## config.mk

```make
export PLATFORM = sky130hd
export DESIGN_NAME = debounce
export DESIGN_NICKNAME = d
export VERILOG_FILES = /design/src/rtl/debounce.sv
export SDC_FILE = /design/constraint.sdc
export NUM_CORES = 1
export LEC_CHECK = 0
export ABC_AREA = 1
export BUFFER_PORTS_ARGS = -buffer_cell sky130_fd_sc_hd__buf_2
export CORE_MARGIN = 2
export CORE_UTILIZATION = 59
export CTS_BUF_LIST = sky130_fd_sc_hd__clkbuf_4 sky130_fd_sc_hd__clkbuf_8
export CTS_CLUSTER_DIAMETER = 50
export DETAILED_ROUTE_END_ITERATION = 7
export PLACE_DENSITY_LB_ADDON = 0.3
export SETUP_SLACK_MARGIN = 0.4
export SYNTH_ARGS = -nofsm -noshare
export SYNTH_HDL_FRONTEND = slang
export SYNTH_SLANG_ARGS = --single-unit
```

## constraint.sdc

```tcl
create_clock -name clk -period 1.66 [get_ports clk]
set_clock_uncertainty 0.05 [all_clocks]
set_input_delay 0.498 -clock clk [delete_from_list [all_inputs] [get_ports clk]]
set_output_delay 0.498 -clock clk [all_outputs]
set_load 0.05 [all_outputs]
```

## src/rtl/debounce.sv

```systemverilog
// Switch debouncer: 2-flop synchronizer, free-running 2^N tick, 8-state FSM.
// db changes only after sw_s2 holds a new level across three ticks.
module debounce #(
  parameter int N = 19
) (
  input  logic clk,
  input  logic reset,
  input  logic sw,
  output logic db
);

  typedef enum logic [2:0] {
    ZERO    = 3'd0,
    WAIT1_1 = 3'd1,
    WAIT1_2 = 3'd2,
    WAIT1_3 = 3'd3,
    ONE     = 3'd4,
    WAIT0_1 = 3'd5,
    WAIT0_2 = 3'd6,
    WAIT0_3 = 3'd7
  } state_t;

  logic         sw_s1_q, sw_s1_d;
  logic         sw_s2_q, sw_s2_d;
  logic [N-1:0] q_q, q_d;
  state_t       state_q, state_d;
  logic         db_q, db_d;
  logic         tick;

  assign tick = (q_q == '0);

  always_comb begin
    sw_s1_d = sw;
    sw_s2_d = sw_s1_q;
    q_d     = q_q + {{(N-1){1'b0}}, 1'b1};
  end

  always_comb begin
    state_d = state_q;
    case (state_q)
      ZERO:    if (sw_s2_q) state_d = WAIT1_1;
      WAIT1_1: if (!sw_s2_q) state_d = ZERO; else if (tick) state_d = WAIT1_2;
      WAIT1_2: if (!sw_s2_q) state_d = ZERO; else if (tick) state_d = WAIT1_3;
      WAIT1_3: if (!sw_s2_q) state_d = ZERO; else if (tick) state_d = ONE;
      ONE:     if (!sw_s2_q) state_d = WAIT0_1;
      WAIT0_1: if (sw_s2_q) state_d = ONE; else if (tick) state_d = WAIT0_2;
      WAIT0_2: if (sw_s2_q) state_d = ONE; else if (tick) state_d = WAIT0_3;
      WAIT0_3: if (sw_s2_q) state_d = ONE; else if (tick) state_d = ZERO;
      default: state_d = ZERO;
    endcase
  end

  // db is flopped from the next state so it always mirrors the state register.
  always_comb begin
    db_d = 1'b0;
    case (state_d)
      ONE, WAIT0_1, WAIT0_2, WAIT0_3: db_d = 1'b1;
      default:                        db_d = 1'b0;
    endcase
  end

  always_ff @(posedge clk or posedge reset) begin
    if (reset) begin
      sw_s1_q <= 1'b0;
      sw_s2_q <= 1'b0;
      q_q     <= '0;
      state_q <= ZERO;
      db_q    <= 1'b0;
    end else begin
      sw_s1_q <= sw_s1_d;
      sw_s2_q <= sw_s2_d;
      q_q     <= q_d;
      state_q <= state_d;
      db_q    <= db_d;
    end
  end

  assign db = db_q;

endmodule

```

==> flow_metrics.env, run 1 <==
export IMPL_syn_cell_area_um2=1280
export IMPL_busiest_layer="met2"
export IMPL_clk_latency_ns=0.32
export IMPL_area_delta_synth_final_pct=31.4
export IMPL_die_h_um=50.6
export IMPL_dieArea_um2=2560
export IMPL_drive_above_1_share_pct=34.1
export IMPL_antenna_left=0
export IMPL_worstPathRequired_ns=1.85
export IMPL_seq_area_frac_synth_pct=48.9
export IMPL_finalSetupViolations=0
export IMPL_leakagePower_uw=0.000854
export IMPL_synth_top_cells_by_area="dfrtp_1 (49%), nand2_1 (10%), xor2_1 (8.2%), inv_1 (6.5%), nor2_1 (6.5%)"
export IMPL_finalPower_uw=934
export IMPL_slew_violations=0
export IMPL_critPathMaxStageDelay_ns=0.46
export IMPL_wl_per_cell_um=15.7
export IMPL_powerDensity_nw_per_um2=555
export IMPL_gr_total_overflow=0
export IMPL_yosysTopAreaCell="dfrtp_1"
export IMPL_pre_cts_ws_ns=0.205
export IMPL_pin_count=4
export IMPL_cp_top_family="simple AND/OR/NAND/NOR gates"
export IMPL_end_kind="register"
export IMPL_r2r_start="q_q[0]$_DFF_PP0_"
export IMPL_startpoint_type="register"
export IMPL_final_core_util_pct=84.0
export IMPL_antenna_diode_count=0
export IMPL_ir_worst_vdd_uv=547
export IMPL_drtIter0Drc=27
export IMPL_worst_slew_pin_slew_ns=0.323
export IMPL_grt_usage_pct=24.4
export IMPL_path_buf_inv=1
export IMPL_rrSetupSlack_ns=0.14
export IMPL_vias=1136
export IMPL_clock_path_buffers=2
export IMPL_cts_tree="built"
export IMPL_design_core_area_um2=2000
export IMPL_r2r_cells=7
export IMPL_io_buffers=3
export IMPL_grtUsageMet3_pct=2.68
export IMPL_r2r_end="q_q[17]$_DFF_PP0_"
export IMPL_synth_top_cell_area_share_pct=48.9
export IMPL_drt_total_wl_um=3230
export IMPL_clock_sinks=25
export IMPL_grt_max_degree=26
export IMPL_cp_slowest_cell="dfrtp_1"
export IMPL_grt_met1_usage_pct=32.1
export IMPL_avgSynthCellArea_um2=8.37
export IMPL_outcome="finished clean"
export IMPL_dp_hpwl_um=1750
export IMPL_hp_class="in2async"
export IMPL_row_count=16
export IMPL_met2_usage_pct=41.0
export IMPL_yosysWarnings=0
export IMPL_viasPerCell=5.51
export IMPL_period_share_pct=91.7
export IMPL_crit_type="reg2reg"
export IMPL_antenna_found_initial=0
export IMPL_post_route_min_period_ns=1.52
export IMPL_syn_nets=158
export IMPL_cp_cell_sequence="buf_6 -> nand3_4 -> nor2_4 -> nand2_4 -> nor2_4 -> nand2_2 -> xor2_1"
export IMPL_fmax_mhz=657
export IMPL_firstDrtPassIters=4
export IMPL_gp_congestion=0.871
export IMPL_root_buffer="clkbuf_4"
export IMPL_ys_seq_elements=25
export IMPL_cp_common_cell="nor2_4"
export IMPL_cap_violations=0
export IMPL_fin_cells=206
export IMPL_drc=0
export IMPL_ys_types=19
export IMPL_rsz0062_at_grt="yes"
export IMPL_die_x_um=50.6
export IMPL_finalSetupTns_ns=0
export IMPL_start_util_pct=63.9
export IMPL_grt_pass1_vias=1027
export IMPL_cts_buffers=3
export IMPL_synth_cells=153
export IMPL_worst_ep_arrival_time_ns=1.71
export IMPL_nNetsFinal=185
export IMPL_ctsHtreeMaxLevel=1
export IMPL_path_clk_slew_ns=0.13
export IMPL_hold_viol=0
export IMPL_setup_slack_ns=0.138
export IMPL_cp_max_fo=4
export IMPL_dpl_cell_count=184
export IMPL_grt_pass1_wl_um=4640
export IMPL_slew_headroom_pct=78.5
synth_stat cells:
library cell,instances
inv_2,2
nor2_2,3
inv_1,22
nor3_1,7
nand2_1,34
o21ai_0,1
xnor2_1,4
nor2_1,22
nand4_1,2
nand3_1,10
nand3_2,1
nand2_2,2
xor2_1,12
nand4_2,1
a21oi_1,1
nor2_4,1
nor3_4,1
ha_1,2
dfrtp_1,25
routing by layer:
metal  wire length [um]  up-vias
met3                103       13
met1               1420      566
li1                   -      524
met2               1590       33
met4                113        0
met5                  0        -
power breakdown:
part	leakage (uW)	internal, uW	switching, uW
logic	0.000518	8.03	18.6
registers	0.000318	613	3.67
clock network	0.0000184	111	181
total	0.000854	731	203
tightest hold or removal path, stage by stage:
cell	delay [ns]
buf_2	0.10
inv_1	0.05
buf_4	0.30
cell families after synthesis:
| logic type | after synthesis | synth area share (%) |
|---|---|---|
| buffers and inverters | 24 | 7.04 |
| xor gates and xnor gates | 16 | 10.9 |
| AOI/OAI and AO/OA | 2 | 0.781 |
| and+or+nand+nor | 84 | 30.4 |
| adders and majority gates | 2 | 1.95 |
| DFF | 25 | 48.9 |
layout by cell type, fill, tap and decap left out, drive strengths merged:
cell type,netlist,final
nand3,11,11
nand2,36,36
xor2,12,12
nor2,26,26
dfrtp,25,25
buf,0,22
clkbuf,0,4
xnor2,4,4
ha,2,2
a21oi,1,1
o21ai,1,1
inv,24,24
nand4,3,3
nor3,8,8
flip-flops by register name, summed over array words and instances (netlist names):
signal / cells
db: 1
q_q: 19
state_q: 3
sw_s1_q: 1
sw_s2_q: 1
metrics by stage:
| stage | hold WS, ns | cell area, um2 |
|---|---|---|
| 6_report | 0.161 | 1680 |
| 5_1_grt | 0.189 | 1680 |
| 4_1_cts | 0.155 | 1480 |
| 3_5_place_dp | 0.289 | 1340 |
| 3_3_place_gp | 0.282 | 1340 |
| 2_1_floorplan | 0.281 | 1290 |
worst max-delay path by stage:
| stage | end | from | slack [ns] | cells after the start |
|---|---|---|---|---|
| after floorplan | q_q[12]$_DFF_PP0_ | q_q[1]$_DFF_PP0_ | 0.35 | 7 |
| after global placement | q_q[12]$_DFF_PP0_ | q_q[1]$_DFF_PP0_ | 0.26 | 7 |
| after detailed placement | state_q[2]$_DFF_PP0_ | q_q[0]$_DFF_PP0_ | 0.20 | 8 |
| after CTS | db | db$_DFF_PP0_ | 0.24 | 1 |
| after global routing | q_q[17]$_DFF_PP0_ | q_q[0]$_DFF_PP0_ | 0.11 | 7 |
| final | q_q[17]$_DFF_PP0_ | q_q[0]$_DFF_PP0_ | 0.14 | 7 |
final cells by class:
cell class	count	area [um2]
timing repair buffer	22	179
inverter	24	92.6
sequential	25	633
multi-input combinational	104	713
tap	27	33.8
fill	105	320
clock buffer	4	30.0
repair_timing:
action                                  4_1_cts  5_1_grt
pin swaps                                     3        9
cloned                                        0        0
resized for setup                            15       29
endpoints found under the setup margin       14       18
endpoints found under the hold margin         0        0
setup buffers                                 6       12
hold buffers                                  0        0
No activity file was read; power rests on OpenSTA's default activity.
==> inputs of run 2 (changes only) <==
--- a/config.mk
+++ b/config.mk
@@ -12,7 +12,7 @@
 export CTS_BUF_LIST = sky130_fd_sc_hd__clkbuf_4 sky130_fd_sc_hd__clkbuf_8
 export CTS_CLUSTER_DIAMETER = 50
 export DETAILED_ROUTE_END_ITERATION = 7
-export PLACE_DENSITY_LB_ADDON = 0.3
+export PLACE_DENSITY = 0.73
 export SETUP_SLACK_MARGIN = 0.4
 export SYNTH_ARGS = -nofsm -noshare
 export SYNTH_HDL_FRONTEND = slang
==> run 2 against run 1 <==
Compared with the run above:
- global-route usage decreased by 0.25 points
- first-iteration DRC count increased by 63%
- critical path depth decreased by 1
- final area increased by 5.7%
==> flow_metrics.env, run 2 (synthesis gave the netlist of run 1 again) <==
export IMPL_finalPower_uw=924
export IMPL_startpoint_type="register"
export IMPL_outcome="finished clean"
export IMPL_period_share_pct=87.4
export IMPL_vias=1124
export IMPL_gr_total_overflow=0
export IMPL_fmax_mhz=690
export IMPL_postCtsHoldBufs=0
export IMPL_antenna_left=0
export IMPL_clk_latency_ns=0.32
export IMPL_pwr_share_seq_pct=66.7
export IMPL_path_clk_slew_ns=0.14
export IMPL_dp_hpwl_um=1660
export IMPL_layout_commonest_cell="nand2_1"
export IMPL_powerDensity_nw_per_um2=520
export IMPL_root_buffer="clkbuf_4"
export IMPL_cp_top_family="simple AND/OR/NAND/NOR gates"
export IMPL_dieArea_um2=2560
export IMPL_die_x_um=50.6
export IMPL_multi_input_area_um2=774
export IMPL_regArea_um2=632
export IMPL_fill_cells=85
export IMPL_clock_sinks=25
export IMPL_io_buffers=3
export IMPL_netSwitchingPower_uw=213
export IMPL_start_util_pct=63.9
export IMPL_p_int_uw=711
export IMPL_drt_total_wl_um=3550
export IMPL_cap_violations=0
export IMPL_design_core_area_um2=2000
export IMPL_die_h_um=50.6
export IMPL_drtIter0Drc=44
export IMPL_cp_cell_sequence="nand2_2 -> nor2_4 -> nand2_2 -> nor2_4 -> nand2_1 -> xor2_1"
export IMPL_ctsHtreeMaxLevel=1
export IMPL_worst_slew_pin_slew_ns=0.357
export IMPL_wl_per_cell_um=16.9
export IMPL_crit_type="reg2reg"
export IMPL_worst_ep_arrival_time_ns=1.64
export IMPL_dpl_cell_count=184
export IMPL_slew_violations=0
export IMPL_cts_buffers=3
export IMPL_leakagePower_uw=0.000857
export IMPL_fin_cells=210
export IMPL_critPathMaxStageDelay_ns=0.48
export IMPL_clock_path_buffers=2
export IMPL_slew_headroom_pct=76.0
export IMPL_cts_tree="built"
export IMPL_r2r_cells=6
export IMPL_rrSetupSlack_ns=0.21
export IMPL_power_share_combinational_pct=3.0
export IMPL_path_buf_inv=0
export IMPL_hold_viol=0
export IMPL_pin_count=4
export IMPL_end_kind="register"
export IMPL_hp_class="in2async"
export IMPL_finalSetupViolations=0
export IMPL_final_cell_mix="nand2_1 (27), inv_1 (20), dfrtp_1 (20), buf_4 (19), nor2_1 (14)"
export IMPL_gp_congestion=0.761
export IMPL_row_count=16
export IMPL_antenna_diode_count=0
export IMPL_ir_worst_vdd_uv=575
export IMPL_worstPathRequired_ns=1.85
export IMPL_r2r_start="q_q[3]$_DFF_PP0_"
export IMPL_clkPwrFrac_pct=30.3
export IMPL_grt_pass1_vias=996
export IMPL_grt_usage_pct=24.2
export IMPL_regMostFlops="q_q"
export IMPL_reg_largest_list="q_q (19), state_q (3)"
export IMPL_viasPerCell=5.35
export IMPL_area_delta_synth_final_pct=38.9
export IMPL_drc=0
export IMPL_firstDrtPassIters=4
export IMPL_cp_max_fo=5
export IMPL_largest_reg_flops=19
export IMPL_grt_pass1_wl_um=4510
export IMPL_antenna_found_initial=0
export IMPL_finalSetupTns_ns=0
export IMPL_nNetsFinal=189
export IMPL_r2r_end="q_q[17]$_DFF_PP0_"
export IMPL_p_sw_share_pct=23.0
export IMPL_rsz0062_at_grt="yes"
export IMPL_cp_slowest_cell="dfrtp_2"
export IMPL_drive_above_1_share_pct=42.1
export IMPL_grt_max_degree=26
export IMPL_post_route_min_period_ns=1.45
[run 2: worst register-to-register path: cells and delay by family, from the launching register on]
| family | cells | cell delay [ns] |
|---|---|---|
| DFF | 1 | 0.48 |
| xor gates and xnor gates | 1 | 0.22 |
| and+or+nand+nor | 5 | 0.62 |
[run 2: layout make-up]
class | count | area share, %
multi-input combinational | 104 | 43.6
sequential | 25 | 35.5
timing repair buffer | 26 | 12.2
inverter | 24 | 5.21
tap | 27 | 1.90
clock buffer | 3 | 1.27
clock inverter | 1 | 0.281
[run 2: power by group through the flow]
stage / registers [uW] / clock network, uW / logic [uW]
2_1_floorplan: 627 / 0 / 18.3
3_3_place_gp: 627 / 0 / 26.0
3_5_place_dp: 628 / 0 / 26.5
4_1_cts: 616 / 275 / 26.7
5_1_grt: 617 / 291 / 32.5
6_report: 616 / 280 / 27.9
[run 2: metal layers]
metal	up-vias	wire (um)	track usage, %
met1	544	1410	30.3
met4	0	102	9.01
met5	-	0	0
met2	41	1890	41.9
li1	524	-	-
met3	15	140	3.87
[run 2: timing repair]
item,CTS,global route
hold endpoints to repair,0,0
setup buffers,12,10
resized for setup,22,35
pin swaps,12,17
cloned,0,0
endpoints found under the setup margin,12,17
[run 2: how the worst max path moves through the flow]
stage	startpoint	endpoint	slack, ns	cells after the start
2_1_floorplan	q_q[1]$_DFF_PP0_	q_q[12]$_DFF_PP0_	0.35	7
3_3_place_gp	q_q[1]$_DFF_PP0_	q_q[12]$_DFF_PP0_	0.26	7
3_5_place_dp	q_q[2]$_DFF_PP0_	q_q[17]$_DFF_PP0_	0.25	6
4_1_cts	db$_DFF_PP0_	db	0.25	1
5_1_grt	q_q[3]$_DFF_PP0_	q_q[17]$_DFF_PP0_	0.16	6
6_report	q_q[3]$_DFF_PP0_	q_q[17]$_DFF_PP0_	0.21	6
[run 2: through the flow]
step           hold WS [ns]  setup WS [ns]  utilization [%]  cell area, um2
2_1_floorplan         0.281          0.350                -            1290
3_3_place_gp          0.282          0.259             67.1            1340
3_5_place_dp          0.296          0.248             67.1            1340
4_1_cts               0.159          0.247             77.7            1560
5_1_grt               0.186          0.164             88.8            1780
6_report              0.163          0.210             88.8            1780
==> inputs of run 3 (changes only) <==
--- a/config.mk
+++ b/config.mk
@@ -7,6 +7,7 @@
 export LEC_CHECK = 0
 export ABC_AREA = 1
 export BUFFER_PORTS_ARGS = -buffer_cell sky130_fd_sc_hd__buf_2
+export CORE_ASPECT_RATIO = 1.1
 export CORE_MARGIN = 2
 export CORE_UTILIZATION = 59
 export CTS_BUF_LIST = sky130_fd_sc_hd__clkbuf_4 sky130_fd_sc_hd__clkbuf_8
==> run 3 against run 2 <==
Compared with the run above:
- clock-buffer cell count unchanged
- sequential share of layout area grew 1.1 points
- worst setup slack improved by 0.021 ns
- sequential power about the same
- combinational power is 3% lower
- final cell count is 1.9% higher
- via count rose by 1.1%
- critical endpoint unchanged
- register-to-register slack better by 0.02 ns
- sequential cell count unchanged
- critical path depth is 1 higher
- maximum frequency rose by 1.5%
==> flow_metrics.env, run 3 (synthesis gave the netlist of run 1 again) <==
export IMPL_outcome="finished clean"
export IMPL_antenna_found_initial=0
export IMPL_drive_above_1_share_pct=36.0
export IMPL_leakagePower_uw=0.000874
export IMPL_dp_hpwl_um=1590
export IMPL_cp_slowest_cell="dfrtp_1"
export IMPL_fmax_mhz=700
export IMPL_fill_cells=109
export IMPL_drc=0
export IMPL_endpoint="q_q[17]$_DFF_PP0_"
export IMPL_fin_cells=214
export IMPL_period_share_pct=86.1
export IMPL_start_util_pct=63.3
export IMPL_die_h_um=52.9
export IMPL_antenna_left=0
export IMPL_gp_congestion=0.851
export IMPL_grt_pass1_vias=959
export IMPL_antenna_diode_count=0
export IMPL_rsz0062_at_grt="yes"
export IMPL_io_buffers=3
export IMPL_worst_slew_pin_slew_ns=0.318
export IMPL_reg_largest_list="q_q (19), state_q (3)"
export IMPL_path_buf_inv=1
export IMPL_drt_total_wl_um=3170
export IMPL_hold_viol=0
export IMPL_cts_buffers=3
export IMPL_ir_worst_vdd_uv=666
export IMPL_r2r_start="q_q[1]$_DFF_PP0_"
export IMPL_path_clk_slew_ns=0.14
export IMPL_clock_path_buffers=2
export IMPL_r2r_cells=7
export IMPL_final_cell_mix="nand2_1 (30), inv_1 (21), buf_4 (21), dfrtp_1 (20), nor2_1 (17)"
export IMPL_cap_violations=0
export IMPL_netSwitchingPower_uw=210
export IMPL_layout_commonest_cell="nand2_1"
export IMPL_slew_headroom_pct=78.8
export IMPL_area_delta_synth_final_pct=34.8
export IMPL_finalSetupTns_ns=0
export IMPL_regArea_um2=632
export IMPL_dieArea_um2=2560
export IMPL_clkPwrFrac_pct=30.2
export IMPL_worst_ep_arrival_time_ns=1.60
export IMPL_post_route_min_period_ns=1.43
export IMPL_pwr_share_seq_pct=66.8
export IMPL_cp_cell_sequence="buf_6 -> nand3_4 -> nor2_4 -> nand2_2 -> nor2_4 -> nand2_2 -> xor2_1"
export IMPL_worstPathRequired_ns=1.83
export IMPL_cp_max_fo=3
export IMPL_die_x_um=48.4
export IMPL_clock_sinks=25
export IMPL_cts_tree="built"
export IMPL_largest_reg_flops=19
export IMPL_design_core_area_um2=2020
export IMPL_cp_startpoint="q_q[1]$_DFF_PP0_"
export IMPL_wl_per_cell_um=14.8
export IMPL_grt_pass1_wl_um=4170
export IMPL_r2r_end="q_q[17]$_DFF_PP0_"
export IMPL_vias=1136
export IMPL_p_int_uw=711
export IMPL_multi_input_area_um2=694
export IMPL_critPathMaxStageDelay_ns=0.44
export IMPL_finalSetupViolations=0
export IMPL_grt_max_degree=26
export IMPL_startpoint_type="register"
export IMPL_row_count=17
export IMPL_pin_count=4
export IMPL_p_sw_share_pct=22.8
export IMPL_regMostFlops="q_q"
export IMPL_firstDrtPassIters=4
export IMPL_crit_type="reg2reg"
export IMPL_dpl_cell_count=185
export IMPL_gr_total_overflow=0
export IMPL_end_kind="register"
export IMPL_holdWs_ns=0.131
export IMPL_viasPerCell=5.31
export IMPL_grt_usage_pct=21.9
export IMPL_cp_top_family="simple AND/OR/NAND/NOR gates"
export IMPL_nNetsFinal=192
export IMPL_clk_latency_ns=0.33
export IMPL_root_buffer="clkbuf_4"
export IMPL_rrSetupSlack_ns=0.23
export IMPL_path_depth=7
export IMPL_slew_violations=0
export IMPL_drtIter0Drc=32
export IMPL_finalPower_uw=922
export IMPL_ctsHtreeMaxLevel=1
export IMPL_postCtsHoldBufs=0
export IMPL_hp_class="in2async"
export IMPL_power_share_combinational_pct=3.0
export IMPL_powerDensity_nw_per_um2=534
[run 3: changes by cell type in the layout (fill, tap and decap cells not counted), moves of 2 or more]
cell / before / now
nand2_2: 8 / 4
nand2_1: 27 / 30
nor2_1: 14 / 17
nor2_4: 8 / 5
buf_4: 19 / 21
nand3_1: 4 / 6
[run 3: tightest hold or removal path, cell delays in order]
cell and delay, ns:
buf_2 0.09, inv_1 0.04, buf_4 0.30
[run 3: metrics by stage]
stage / util (%) / instance area [um2] / setup slack, ns
floorplan: - / 1290 / 0.350
global placement: 66.6 / 1350 / 0.256
detailed placement: 66.6 / 1350 / 0.242
CTS: 76.5 / 1550 / 0.237
global route: 85.4 / 1730 / 0.161
finish: 85.4 / 1730 / 0.231
[run 3: metal layers]
metal	part of all wire (%)	track usage [%]	vias to the layer above
met5	0	0	-
met4	3.7	10.0	0
met3	5.4	3.39	11
met2	53	39.4	35
met1	38	26.3	553
li1	-	-	537
[run 3: area by class of cell]
class	instances	share of cell area, %
Clock buffer	3	1.31
Inverter	24	5.37
Multi-Input combinational cell	104	40.2
Clock inverter	1	0.290
Timing Repair Buffer	29	14.1
Tap cell	28	2.03
Sequential cell	25	36.6
[run 3: how the worst min path moves through the flow]
| stage | to | depth (start not counted) |
|---|---|---|
| finish | q_q[1]$_DFF_PP0_ | 3 |
| global route | sw_s1_q$_DFF_PP0_ | 3 |
| CTS | sw_s1_q$_DFF_PP0_ | 3 |
| detailed placement | sw_s2_q$_DFF_PP0_ | 0 |
| global placement | sw_s2_q$_DFF_PP0_ | 0 |
| floorplan | sw_s2_q$_DFF_PP0_ | 0 |
[run 3: power by group through the flow]
stage | sequential [uW] | clock [uW] | combinational (uW)
2_1_floorplan | 627 | 0 | 18.3
3_3_place_gp | 627 | 0 | 26.1
3_5_place_dp | 627 | 0 | 26.8
4_1_cts | 616 | 278 | 26.9
5_1_grt | 617 | 313 | 31.3
6_report | 616 | 278 | 27.2
[run 3: what timing repair did]
item / CTS / global route
pin swaps: 5 / 13
setup buffers: 13 / 12
cloned: 0 / 0
gates resized for setup: 17 / 23
endpoints found under the setup margin: 13 / 18
